`src/rtl/pc_sequencer.sv`:
```
// pc_sequencer: program counter and call/return controller with local stack depth tracking
module pc_sequencer #(
  parameter int PC_W = 8,
  parameter int STACK_DEPTH = 8,
  parameter int RESET_PC = 0,
  localparam int DW = $clog2(STACK_DEPTH + 1)
) (
  input  logic            clk,
  input  logic            reset,
  input  logic            stall,
  input  logic            is_call,
  input  logic            is_ret,
  input  logic            is_jump,
  input  logic [PC_W-1:0] target,
  input  logic [PC_W-1:0] ret_addr,
  output logic [PC_W-1:0] pc,
  output logic            fetch_en,
  output logic            push,
  output logic            pop,
  output logic [PC_W-1:0] stack_pc,
  output logic [DW-1:0]   depth,
  output logic [1:0]      err
);
  typedef enum logic [1:0] {RUN, POP, ERR} state_t;
  state_t state, state_n;
  logic [PC_W-1:0] pc_n, stack_pc_n;
  logic [DW-1:0] depth_n;
  logic [1:0] err_n;
  logic fetch_n, push_n, pop_n;
  // next-state and next-output decision; every output is registered below
  always_comb begin
    state_n = state;
    pc_n = pc;
    stack_pc_n = stack_pc;
    depth_n = depth;
    err_n = err;
    fetch_n = fetch_en;
    push_n = 1'b0;
    pop_n = 1'b0;
    case (state)
      RUN: if (!stall) begin
        if (is_ret) begin
          state_n = depth == '0 ? ERR : POP;
          err_n = depth == '0 ? 2'b10 : err;
          pop_n = depth != '0;
          fetch_n = 1'b0;
        end else if (is_call) begin
          if (depth == DW'(STACK_DEPTH)) begin
            state_n = ERR;
            err_n = 2'b01;
            fetch_n = 1'b0;
          end else begin
            push_n = 1'b1;
            stack_pc_n = pc + PC_W'(1);
            pc_n = target;
            depth_n = depth + DW'(1);
          end
        end else begin
          pc_n = is_jump ? target : pc + PC_W'(1);
        end
      end
      POP: begin
        state_n = RUN;
        pc_n = ret_addr;
        depth_n = depth - DW'(1);
        fetch_n = 1'b1;
      end
      default: fetch_n = 1'b0;
    endcase
  end
  // state and output registers with synchronous reset
  always_ff @(posedge clk) begin
    if (reset) begin
      state <= RUN;
      pc <= PC_W'(RESET_PC);
      stack_pc <= '0;
      depth <= '0;
      err <= 2'b00;
      fetch_en <= 1'b1;
      push <= 1'b0;
      pop <= 1'b0;
    end else begin
      state <= state_n;
      pc <= pc_n;
      stack_pc <= stack_pc_n;
      depth <= depth_n;
      err <= err_n;
      fetch_en <= fetch_n;
      push <= push_n;
      pop <= pop_n;
    end
  end
endmodule

```
`config.mk`:
```
export PLATFORM = sky130hd
export DESIGN_NAME = pc_sequencer
export DESIGN_NICKNAME = d
export VERILOG_FILES = /design/src/rtl/pc_sequencer.sv
export SDC_FILE = /design/constraint.sdc
export NUM_CORES = 1
export LEC_CHECK = 0
export ABC_AREA = 1
export CAP_MARGIN = 25
export CORE_UTILIZATION = 48
export CTS_BUF_LIST = sky130_fd_sc_hd__clkbuf_8
export DETAILED_ROUTE_END_ITERATION = 10
export PLACE_DENSITY_LB_ADDON = 0.08
export SYNTH_ARGS = -nofsm -noshare
export SYNTH_HDL_FRONTEND = slang
export SYNTH_SLANG_ARGS = --single-unit
```
`constraint.sdc`:
```
create_clock -name clk -period 1.7 [get_ports clk]
set_input_delay 0.34 -clock clk [delete_from_list [all_inputs] [get_ports clk]]
set_output_delay 0.34 -clock clk [all_outputs]
set_load 0.05 [all_outputs]
```
After elaboration in Yosys (flattened, before gate mapping)
Cells that the tools add are included.
- add/subtract/negate cells: 3
- eq/ne operators: 10
- mux-type cells: 27
- bitwise logic cells: 5
- reductions and logical operators: 14
- operators with widths (cell ; number):
    8-bit two-way mux ; 5
    2-bit two-way mux ; 9
    4-bit two-way mux ; 4
    8-bit one-hot mux with 2 select lines ; 1
    5-bit AND reduction ; 3
    3-bit inequality test (second input constant) ; 3
    8-bit by 1-bit adder with 8-bit output (second input constant) ; 1
    2-bit inequality test (second input constant) ; 4
    4-bit one-hot mux with 2 select lines ; 1
    4-bit AND reduction ; 2
    2-bit nonzero test ; 3
    1-bit two-way mux ; 5
    1-bit inverter ; 5
    5-bit OR reduction ; 1
    4-bit by 1-bit adder with 4-bit output (second input constant) ; 1
    4-bit equality test (second input constant) ; 1
    4-bit logical NOT ; 1
    2-bit one-hot mux with 2 select lines ; 1
    4-bit nonzero test ; 1
    4-bit OR reduction ; 1
    4-bit by 1-bit subtractor with 4-bit output (second input constant) ; 1
    3-bit AND reduction ; 1
    2-bit by 1-bit equality test with 1-bit output (second input constant) ; 1
    2-bit logical NOT ; 1
    2 further kinds ; 2
- bits in registers: 27
- bits of input ports: 22
- output and inout bits: 25
- word-level logic and storage cells: 67

Logic depth before layout (Yosys ltp)
Gate-level depths: netlist (run 1).
- word-level depth: 6
- depth in mapped cells: 12
- depth with buffers taken out: 12

Least setup slack after synthesis (run 1)
No wires, ideal clock.
- path kind: flip-flop to flip-flop
- from: register pc[0]
- to: register pc[6]
- library setup time: 0.120 ns
- data arrival time: 1.550 ns
- required time: 1.580 ns
- slack: 0.030 ns
- stages on the path, launching flop included: 7
- path buffers: 0
- clock period less this slack: 1.670 ns
- cells stage by stage: dfxtp_1 -> ha_1 -> nand3_1 -> o21ai_0 -> nand3_1 -> nand3_1 -> a21oi_1
- word-level cells in the longest chain between the ends: 6
- RTL lines (what ; RTL line ; RTL):
    start, declared ; 16 ; output logic [PC_W-1:0] pc,
    start signal, assigned ; 75 ; pc <= PC_W'(RESET_PC);
    start signal, assigned ; 84 ; pc <= pc_n;
    8-bit by 1-bit adder with 8-bit output ; 59 ; pc_n = is_jump ? target : pc + PC_W'(1);
    8-bit two-way mux ; 59 ;
    8-bit two-way mux ; 47 ; end else if (is_call) begin
    8-bit two-way mux ; 42 ; if (is_ret) begin
    8-bit two-way mux ; 41 ; RUN: if (!stall) begin
    8-bit one-hot mux with 2 select lines ; 40 ; case (state)
No other way between the ends. The select of a mux whose other input is x is not followed.
A chain may end at the register's enable or synchronous reset.

Worst setup path in the final report (run 1)
- from: input is_call
- to: register pc[2]
- word-level cells in the longest chain between the ends: 4
- elaborated cells between the ends (all ways): 6
- classes of those cells: eq/ne: 1; mux: 4; reduce/logical: 1
- RTL lines (what ; RTL line ; RTL):
    start, declared ; 11 ; input logic is_call,
    8-bit two-way mux ; 47 ;
    8-bit two-way mux ; 42 ;
    8-bit two-way mux ; 41 ;
    8-bit one-hot mux with 2 select lines ; 40 ;
Several ways; a longest one is shown, not always the timed one. The select of a mux whose other input is x is not followed.

==> results of run 1 <==
-- through the flow --
stage                     std cells  util [%]
after detailed placement        291      70.7
after CTS                       295      72.4
after global routing            295      72.4
after floorplan                 210         -
final                           295      72.4
after global placement          291      70.7
-- cell type report --
class | instances | area, um2 | area share, %
inverters | 26 | 97.6 | 4.73
clock buffers | 3 | 41.3 | 2.00
flip-flops and latches | 27 | 541 | 26.2
clock inverters | 1 | 7.51 | 0.364
repair buffers | 56 | 548 | 26.5
multi-input cells | 151 | 791 | 38.3
well taps | 31 | 38.8 | 1.88
-- worst paths after layout --
| kind | from | to | slack [ns] | cells past startpoint |
|---|---|---|---|---|
| min reg2reg | err[1] | err[1] | 0.46 | 2 |
| max | is_call | pc[2] | 0.16 | 6 |
| min | err[1] | err[1] | 0.46 | 2 |
| max reg2reg | depth[0] | pc[2] | 0.26 | 6 |
-- state kept, by name, indices dropped and copies added, names as in the netlist --
signal	flops
err	2
stack_pc	8
state	2
pop	1
pc	8
push	1
fetch_en	1
depth	4
-- cells in the mapped netlist, drive strengths merged --
| cell | instances |
|---|---|
| nand3b | 1 |
| ha | 2 |
| o31ai | 1 |
| nor3 | 1 |
| o21ai | 25 |
| nor2 | 23 |
| or2 | 3 |
| buf | 6 |
| xnor2 | 1 |
| a31oi | 3 |
| nand3 | 17 |
| nand4 | 2 |
| inv | 26 |
| dfxtp | 27 |
| xor2 | 2 |
| a21oi | 23 |
| nand2 | 46 |
| o211ai | 1 |
-- kinds of logic after synthesis --
logic type | Yosys count | synth area share (%)
AOI/OAI and AO/OA | 53 | 20.5
DFF | 27 | 36.4
and+or+nand+nor | 93 | 28.8
xor gates and xnor gates | 3 | 2.27
buffers and inverters | 32 | 10.4
adders and majority gates | 2 | 1.68
-- power groups by stage --
stage               clock (mW)  combinational (mW)  sequential, mW
floorplan                    0               0.164           0.854
global placement             0               0.465           0.731
detailed placement           0               0.468           0.731
CTS                      0.382               0.471           0.717
global route             0.406               0.505           0.724
finish                   0.370               0.470           0.718
-- worst register-to-register path: cells and delay by family, from the launching register on --
kind                   cells  cell delay (ns)
AOI/OAI and AO/OA          1             0.22
DFF                        1             0.40
and+or+nand+nor            4             0.60
buffers and inverters      1             0.10
-- per-layer routing --
layer | track usage [%] | share of wire, %
met5 | 0 | 0
met4 | 4.08 | 0.50
met3 | 4.69 | 4.3
met2 | 34.9 | 43
met1 | 29.3 | 52
==> metrics.cfg, run 1 <==
[power_and_ir_drop]
p_clk_share_pct=23.7
power_mw=1.56
p_leak_nw=0.894
power_frac_comb_pct=30.2
peakVddDrop_uv=679
power_frac_seq_pct=46.1
power_density_nw_per_um2=754
sw_frac_of_total_pct=34.0
p_sw_mw=0.529
p_int_mw=1.03

[timing]
fin_crit_sh_pct=90.4
period_needed_ns=1.54
fin_setup_tns_ns=0
clock.fmax_ghz=0.650
setup_slack_ns=0.162
tightest_slew_ns=0.339
relSlewSlack_pct=77.4
hold_viol=0
fin_worst_skew_ns=0.00153
rsz0062_at_grt=false
finalSetupViolations=0
slew_viol_final=0
holdWs_ns=0.458

[cts]
clkLatencyLatePin_ns=0.27
htreeDepth=1
postCtsResizedCells=0
cts_hold_buf=0
path_clk_slew_ns=0.09
cts_buffers=3
cts.sinks=27
cts-root-buf=clkbuf_8
cts_tree=done
cts_buffer_depth=2
post_cts_buffers=0

[setup_path]
crit_buf_inv=2
worst-setup-path-type=primary input to flip-flop
cp_top_family=buffers and inverters
critPathCaptureType=flip-flop
required_ns=1.86
worstPathArrival_ns=1.70
worstPathCellList=clkdlybuf4s50_1, nand4_1, nand2_2, inv_2, o21ai_0, nor2_1
critPathLaunchType=primary input
cp_max_fo=10
crit_path_top_delay_cell=clkdlybuf4s50_1
critPathMaxStageDelay_ns=0.61

[drt]
drt-initial-drc-count=91
drc=3
routedWlPerCell_um=11.5
drt_wl_total_mm=3.40
drt-pass1-iter-count=7
drtAntennaViolNets=0
num_vias=1488
via_per_inst=5.04

[final_layout]
nets=289
layout_common_cells=43 x nand2_1, 29 x buf_4, 27 x dfxtp_1
layout_commonest_cell=nand2_1
area_growth_pct=38.9
nFillCells=252
finish.instance_area_um2=2060
antenna_cells=0
drive_above_1_share_pct=23.9

[die]
rows=19
boundaryPins=47
coreArea_um2=2850
die-area_um2=3320
start_util_pct=52.1
fp.dieW_um=57.7
die_y_um=57.7

[yosys]
synth_warnings=0
synth.avg_cell_area_um2=7.08
synth_area_leaders=dfxtp_1 36%, nand2_1 11%, a21oi_1 7.1%
synth_area_leader_cell=dfxtp_1
synth_seq_cells=27
synth_cell_type_count=31
syn_nets=234
syn_area_um2=1490
synth-seq-area-share_pct=36.4
syn_inst=210
synth_top_area_share_pct=36.4

[placed_design]
place.gp.congestion=0.863
dpl-instance-area_um2=2020
dp_hpwl_mm=2.61
place_ws_ns=-0.0295
io_buffers=46

[global_routing]
grt_usage_pct=21.3
grt_max_degree=17
antenna_found_initial=0
grt_remaining_overflow=0
grt_pass1_vias=1291
grt_pass1_wl_mm=5.53

[run_status]
violations=DRC
status=finished, violations left

[flow_run]
cap_violations=0

[min_path]
hold_path_class=flip-flop to flip-flop

(Power assumes the default switching activity.)
==> run 2, diff against run 1 <==
--- a/config.mk
+++ b/config.mk
@@ -5,9 +5,10 @@
 export SDC_FILE = /design/constraint.sdc
 export NUM_CORES = 1
 export LEC_CHECK = 0
-export ABC_AREA = 1
-export CAP_MARGIN = 25
-export CORE_UTILIZATION = 48
+export ABC_AREA = 0
+export CAP_MARGIN = 10
+export CORE_MARGIN = 5
+export CORE_UTILIZATION = 46
 export CTS_BUF_LIST = sky130_fd_sc_hd__clkbuf_8
 export DETAILED_ROUTE_END_ITERATION = 10
 export PLACE_DENSITY_LB_ADDON = 0.08
==> metrics.cfg, run 2 <==
[setup_path]
critPathLaunchType=flip-flop
worstPathCellList=or4b_4, and3b_1, buf_6, buf_4, a211oi_2
worst-setup-path-type=flip-flop to flip-flop
worstPathArrival_ns=1.85
critPathMaxStageDelay_ns=0.55
crit_path_top_delay_cell=or4b_4
r2r-end=stack_pc[2]
rr_startpoint=depth[0]
critPathCaptureType=flip-flop
r2r_cells=5
crit_buf_inv=2
r2r_slack_ns=0.04
cp_max_fo=7
cp_top_family=simple AND/OR/NAND/NOR gates
required_ns=1.89

[power_and_ir_drop]
p_leak_nw=0.847
peakVddDrop_uv=372
power_frac_seq_pct=47.8
power_density_nw_per_um2=720
p_clk_share_pct=23.7
sw_frac_of_total_pct=31.0
p_int_mw=1.01
power_frac_comb_pct=28.5
p_sw_mw=0.453

[cts]
cts_hold_buf=0
cts_buffer_depth=2
cts_tree=done
htreeDepth=1
path_clk_slew_ns=0.09
cts-root-buf=clkbuf_8
cts.sinks=27
clkLatencyLatePin_ns=0.26
cts_buffers=3

[yosys]
syn_inst=156
synth_warnings=0
synth-seq-area-share_pct=39.6
synth_area_leaders=dfxtp_1 40%, nor2_1 7.4%, a211oi_2 5.5%
synth_seq_cells=27
synth_cell_type_count=39
syn_nets=180
ys.flop_type=dfxtp_1
syn_area_um2=1360
async_flop_share_pct=0
synth-edff-count=0
synth.avg_cell_area_um2=8.74
synth_top_area_share_pct=39.6
synthTopCellsByCount=27 x dfxtp_1, 27 x nor2_1, 12 x a21oi_1
synth_area_leader_cell=dfxtp_1

[timing]
fin_worst_skew_ns=0.00408
hold_viol=0
finalSetupViolations=0
relSlewSlack_pct=71.0
slew_viol_final=0
tightest_slew_ns=0.432
holdWs_ns=0.510
clock.fmax_ghz=0.603
fin_crit_sh_pct=97.6
period_needed_ns=1.66
rsz0062_at_grt=false

[final_layout]
nFillCells=228
area_growth_pct=48.5
antenna_cells=0
layout_commonest_cell=buf_4
postLayoutCoreUtil_pct=72.2
layout_common_cells=49 x buf_4, 26 x nor2_1, 21 x clkdlybuf4s50_1
top_regs=pc x8, stack_pc x8, depth x4
drive_above_1_share_pct=35.4
nets=248
finish.instance_area_um2=2030

[min_path]
hold_path_class=flip-flop to flip-flop
hold_end=err[1]
min_delay_path_depth=2
hp-start=err[1]

[global_routing]
grt_remaining_overflow=0
grt_usage_pct=17.5
grt_pass1_wl_mm=5.97
grt_pass1_vias=1405
grt_max_degree=15
antenna_found_initial=0

[drt]
drt-initial-drc-count=53
routedWlPerCell_um=14.2
drt-pass1-iter-count=4
drt_wl_total_mm=3.61
drtAntennaViolNets=0
via_per_inst=5.58
num_vias=1418
drc=0

[die]
rows=19
boundaryPins=47
start_util_pct=48.6
coreArea_um2=2810
fp.dieW_um=64.5
die-area_um2=4150
die_y_um=64.5

[placed_design]
dpl-instance-area_um2=1960
place.gp.congestion=0.967
dp_hpwl_mm=2.86
io_buffers=46

[run_status]
status=completed

[flow_run]
cap_violations=0

run 2: layout make-up:
cell class	count	area [um2]	area share, %
multi-input cells	118	774	38.2
repair buffers	72	601	29.6
flip-flops and latches	27	559	27.6
clock buffers	3	41.3	2.04
well taps	31	38.8	1.91
inverters	2	7.51	0.371
clock inverters	1	3.75	0.185
run 2: stage by stage:
step,setup WS (ns),power [mW],cells,TNS (ns)
2_1_floorplan,0.00156,0.955,156,0
3_3_place_gp,-0.169,1.11,249,-2.11
3_5_place_dp,-0.215,1.12,249,-3.03
4_1_cts,0.0203,1.47,253,0
5_1_grt,0.00984,1.54,254,0
6_report,0.0409,1.46,254,0
run 2: cells by family (layout without fill, tap and decap cells):
| kind of cell | count (synthesis) | count (layout) | share of synthesized area [%] |
|---|---|---|---|
| xor+xnor | 9 | 9 | 5.78 |
| buf+inv | 11 | 78 | 4.68 |
| compound gates | 41 | 41 | 22.1 |
| flops | 27 | 27 | 39.6 |
| mux | 6 | 6 | 4.40 |
| simple gates | 60 | 60 | 21.6 |
| fa+ha+maj | 2 | 2 | 1.83 |
run 2: worst max path at each step:
stage          depth (start not counted)      from  slack [ns]           to
2_1_floorplan                          9  state[1]       0.002     depth[2]
3_3_place_gp                           6   is_call       -0.17  stack_pc[1]
3_5_place_dp                           6   is_call       -0.21     depth[2]
4_1_cts                                5  depth[0]        0.02  stack_pc[2]
5_1_grt                                5  depth[0]        0.01  stack_pc[2]
6_report                               5  depth[0]        0.04  stack_pc[2]
run 2: power groups by stage:
stage	Sequential (mW)	Clock (mW)	Combinational, mW
2_1_floorplan	0.817	0	0.138
3_3_place_gp	0.710	0	0.404
3_5_place_dp	0.712	0	0.411
4_1_cts	0.698	0.361	0.412
5_1_grt	0.704	0.391	0.444
6_report	0.698	0.346	0.416
run 2: worst min-delay path, delay by kind of cell, from the launching register on:
family	cells	cell delay [ns]
flip-flops	1	0.32
AND/OR/NAND/NOR	2	0.15
run 2: timing repair:
action | CTS | global route
setup buffers | 0 | 0
gates resized for setup | 0 | 4
endpoints found under the setup margin | 0 | 4
run 2: layer usage:
| metal | up-vias | part of all wire (%) | track usage (%) |
|---|---|---|---|
| met4 | 0 | 1.9 | 5.54 |
| met1 | 667 | 42 | 19.6 |
| met5 | - | 0 | 0 |
| met3 | 8 | 5.7 | 3.28 |
| met2 | 45 | 50 | 33.4 |
| li1 | 698 | - | - |
==> run 3, diff against run 2 <==
--- a/config.mk
+++ b/config.mk
@@ -11,7 +11,8 @@
 export CORE_UTILIZATION = 46
 export CTS_BUF_LIST = sky130_fd_sc_hd__clkbuf_8
 export DETAILED_ROUTE_END_ITERATION = 10
-export PLACE_DENSITY_LB_ADDON = 0.08
+export PLACE_DENSITY = 0.83
+export SETUP_SLACK_MARGIN = 0.5
 export SYNTH_ARGS = -nofsm -noshare
 export SYNTH_HDL_FRONTEND = slang
 export SYNTH_SLANG_ARGS = --single-unit
==> metrics.cfg, run 3 (synthesis gave the netlist of run 2 again) <==
[final_layout]
multi_input_area_um2=891
layout_commonest_cell=buf_4
instances_no_fill=262
nets=256
finish.instance_area_um2=2330
drive_above_1_share_pct=49.4
top_regs=pc x8, stack_pc x8, depth x4
layout_common_cells=34 x buf_4, 21 x nor2_1, 19 x buf_6
nFillCells=172
seqCellArea_um2=579
area_growth_pct=71.1
antenna_cells=0

[setup_path]
critPathCaptureType=flip-flop
critPathLaunchType=flip-flop
worst-setup-path-type=flip-flop to flip-flop
cp_max_fo=4
crit_path_top_delay_cell=or4b_4
critPathMaxStageDelay_ns=0.55
worstPathArrival_ns=1.89
required_ns=1.90
worstPathCellList=or4b_4, buf_4, a21oi_4, buf_6, o21ai_0, a21oi_2

[drt]
drt-pass1-iter-count=4
num_vias=1538
via_per_inst=5.87
drc=0
drt_wl_total_mm=4.65
routedWlPerCell_um=17.8
drtAntennaViolNets=0
drt-initial-drc-count=87

[power_and_ir_drop]
p_sw_mw=0.503
sw_frac_of_total_pct=32.5
p_int_mw=1.04
power_frac_seq_pct=45.7
power_frac_comb_pct=31.0
power_density_nw_per_um2=663
peakVddDrop_uv=436
p_leak_nw=0.943
p_clk_share_pct=23.3

[run_status]
status=completed

[timing]
clock.fmax_ghz=0.594
rsz0062_at_grt=true
relSlewSlack_pct=77.9
slew_viol_final=0
tightest_slew_ns=0.327
hold_viol=0
period_needed_ns=1.68
fin_crit_sh_pct=99.1
fin_worst_skew_ns=0.00241
finalSetupViolations=0

[die]
boundaryPins=47
fp.dieW_um=64.5
start_util_pct=48.6
coreArea_um2=2810
rows=19
die-area_um2=4150
die_y_um=64.5

[placed_design]
dpl-instance-area_um2=1990
io_buffers=46
dp_hpwl_mm=3.08
place.gp.congestion=0.873
dpl.cell_count=246

[cts]
path_clk_slew_ns=0.09
cts_buffer_depth=2
cts.sinks=27
cts-root-buf=clkbuf_8
cts_buffers=3
cts_tree=done
htreeDepth=1
clkLatencyLatePin_ns=0.27

[global_routing]
antenna_found_initial=0
grt_pass1_vias=1590
grt_max_degree=16
grt_pass1_wl_mm=7.38
grt_usage_pct=21.7
grt_remaining_overflow=0

[min_path]
hold_path_class=flip-flop to flip-flop

[flow_run]
cap_violations=0

run 3: through the flow:
stage               hold WS (ns)  TNS [ns]  utilization (%)  total power [mW]  setup slack, ns
floorplan                  0.419         0                -             0.964           0.0343
global placement           0.474     -2.13             71.0              1.12           -0.159
detailed placement         0.492     -3.78             71.0              1.13           -0.266
CTS                        0.504         0             78.2              1.52           0.0421
global route               0.552    -0.154             83.2              1.62          -0.0473
finish                     0.517         0             83.2              1.55           0.0157
run 3: repair_timing:
action,in CTS,in global routing
pin swaps,3,5
endpoints found under the hold margin,0,0
resized for setup,29,32
setup buffers,9,3
hold buffers,0,0
endpoints found under the setup margin,38,43
run 3: routing by layer:
| metal | vias to the layer above | global-route usage [%] | wire length, um |
|---|---|---|---|
| met5 | - | 0 | 0 |
| met4 | 0 | 7.39 | 174 |
| met3 | 20 | 3.28 | 223 |
| met2 | 63 | 40.5 | 2480 |
| met1 | 741 | 25.2 | 1780 |
| li1 | 714 | - | - |
run 3: power by group through the flow:
stage / logic (mW) / clock network (mW) / registers [mW]
after floorplan: 0.146 / 0 / 0.818
after global placement: 0.405 / 0 / 0.712
after detailed placement: 0.416 / 0 / 0.714
after CTS: 0.450 / 0.372 / 0.702
after global routing: 0.508 / 0.401 / 0.712
final: 0.480 / 0.361 / 0.707
run 3: layout make-up:
cell class / count / share of cell area, %
inverters: 2 / 0.322
flip-flops and latches: 27 / 24.8
clock buffers: 3 / 1.77
well taps: 31 / 1.66
repair buffers: 80 / 33.0
multi-input cells: 118 / 38.2
clock inverters: 1 / 0.214
run 3: worst paths after layout:
path                  from        to  slack (ns)  cells past startpoint
setup reg to reg  depth[1]  depth[2]        0.02                      6
setup / recovery  depth[1]  depth[2]        0.02                      6
hold / removal      err[0]    err[0]        0.52                      2
hold reg to reg     err[0]    err[0]        0.52                      2
run 3: worst max-delay path: cells and delay by family, from the launching register on:
family	cells	cell delay, ns
buffers and inverters	2	0.30
AO/OA/AOI/OAI	3	0.40
AND/OR/NAND/NOR	1	0.55
flip-flops	1	0.37
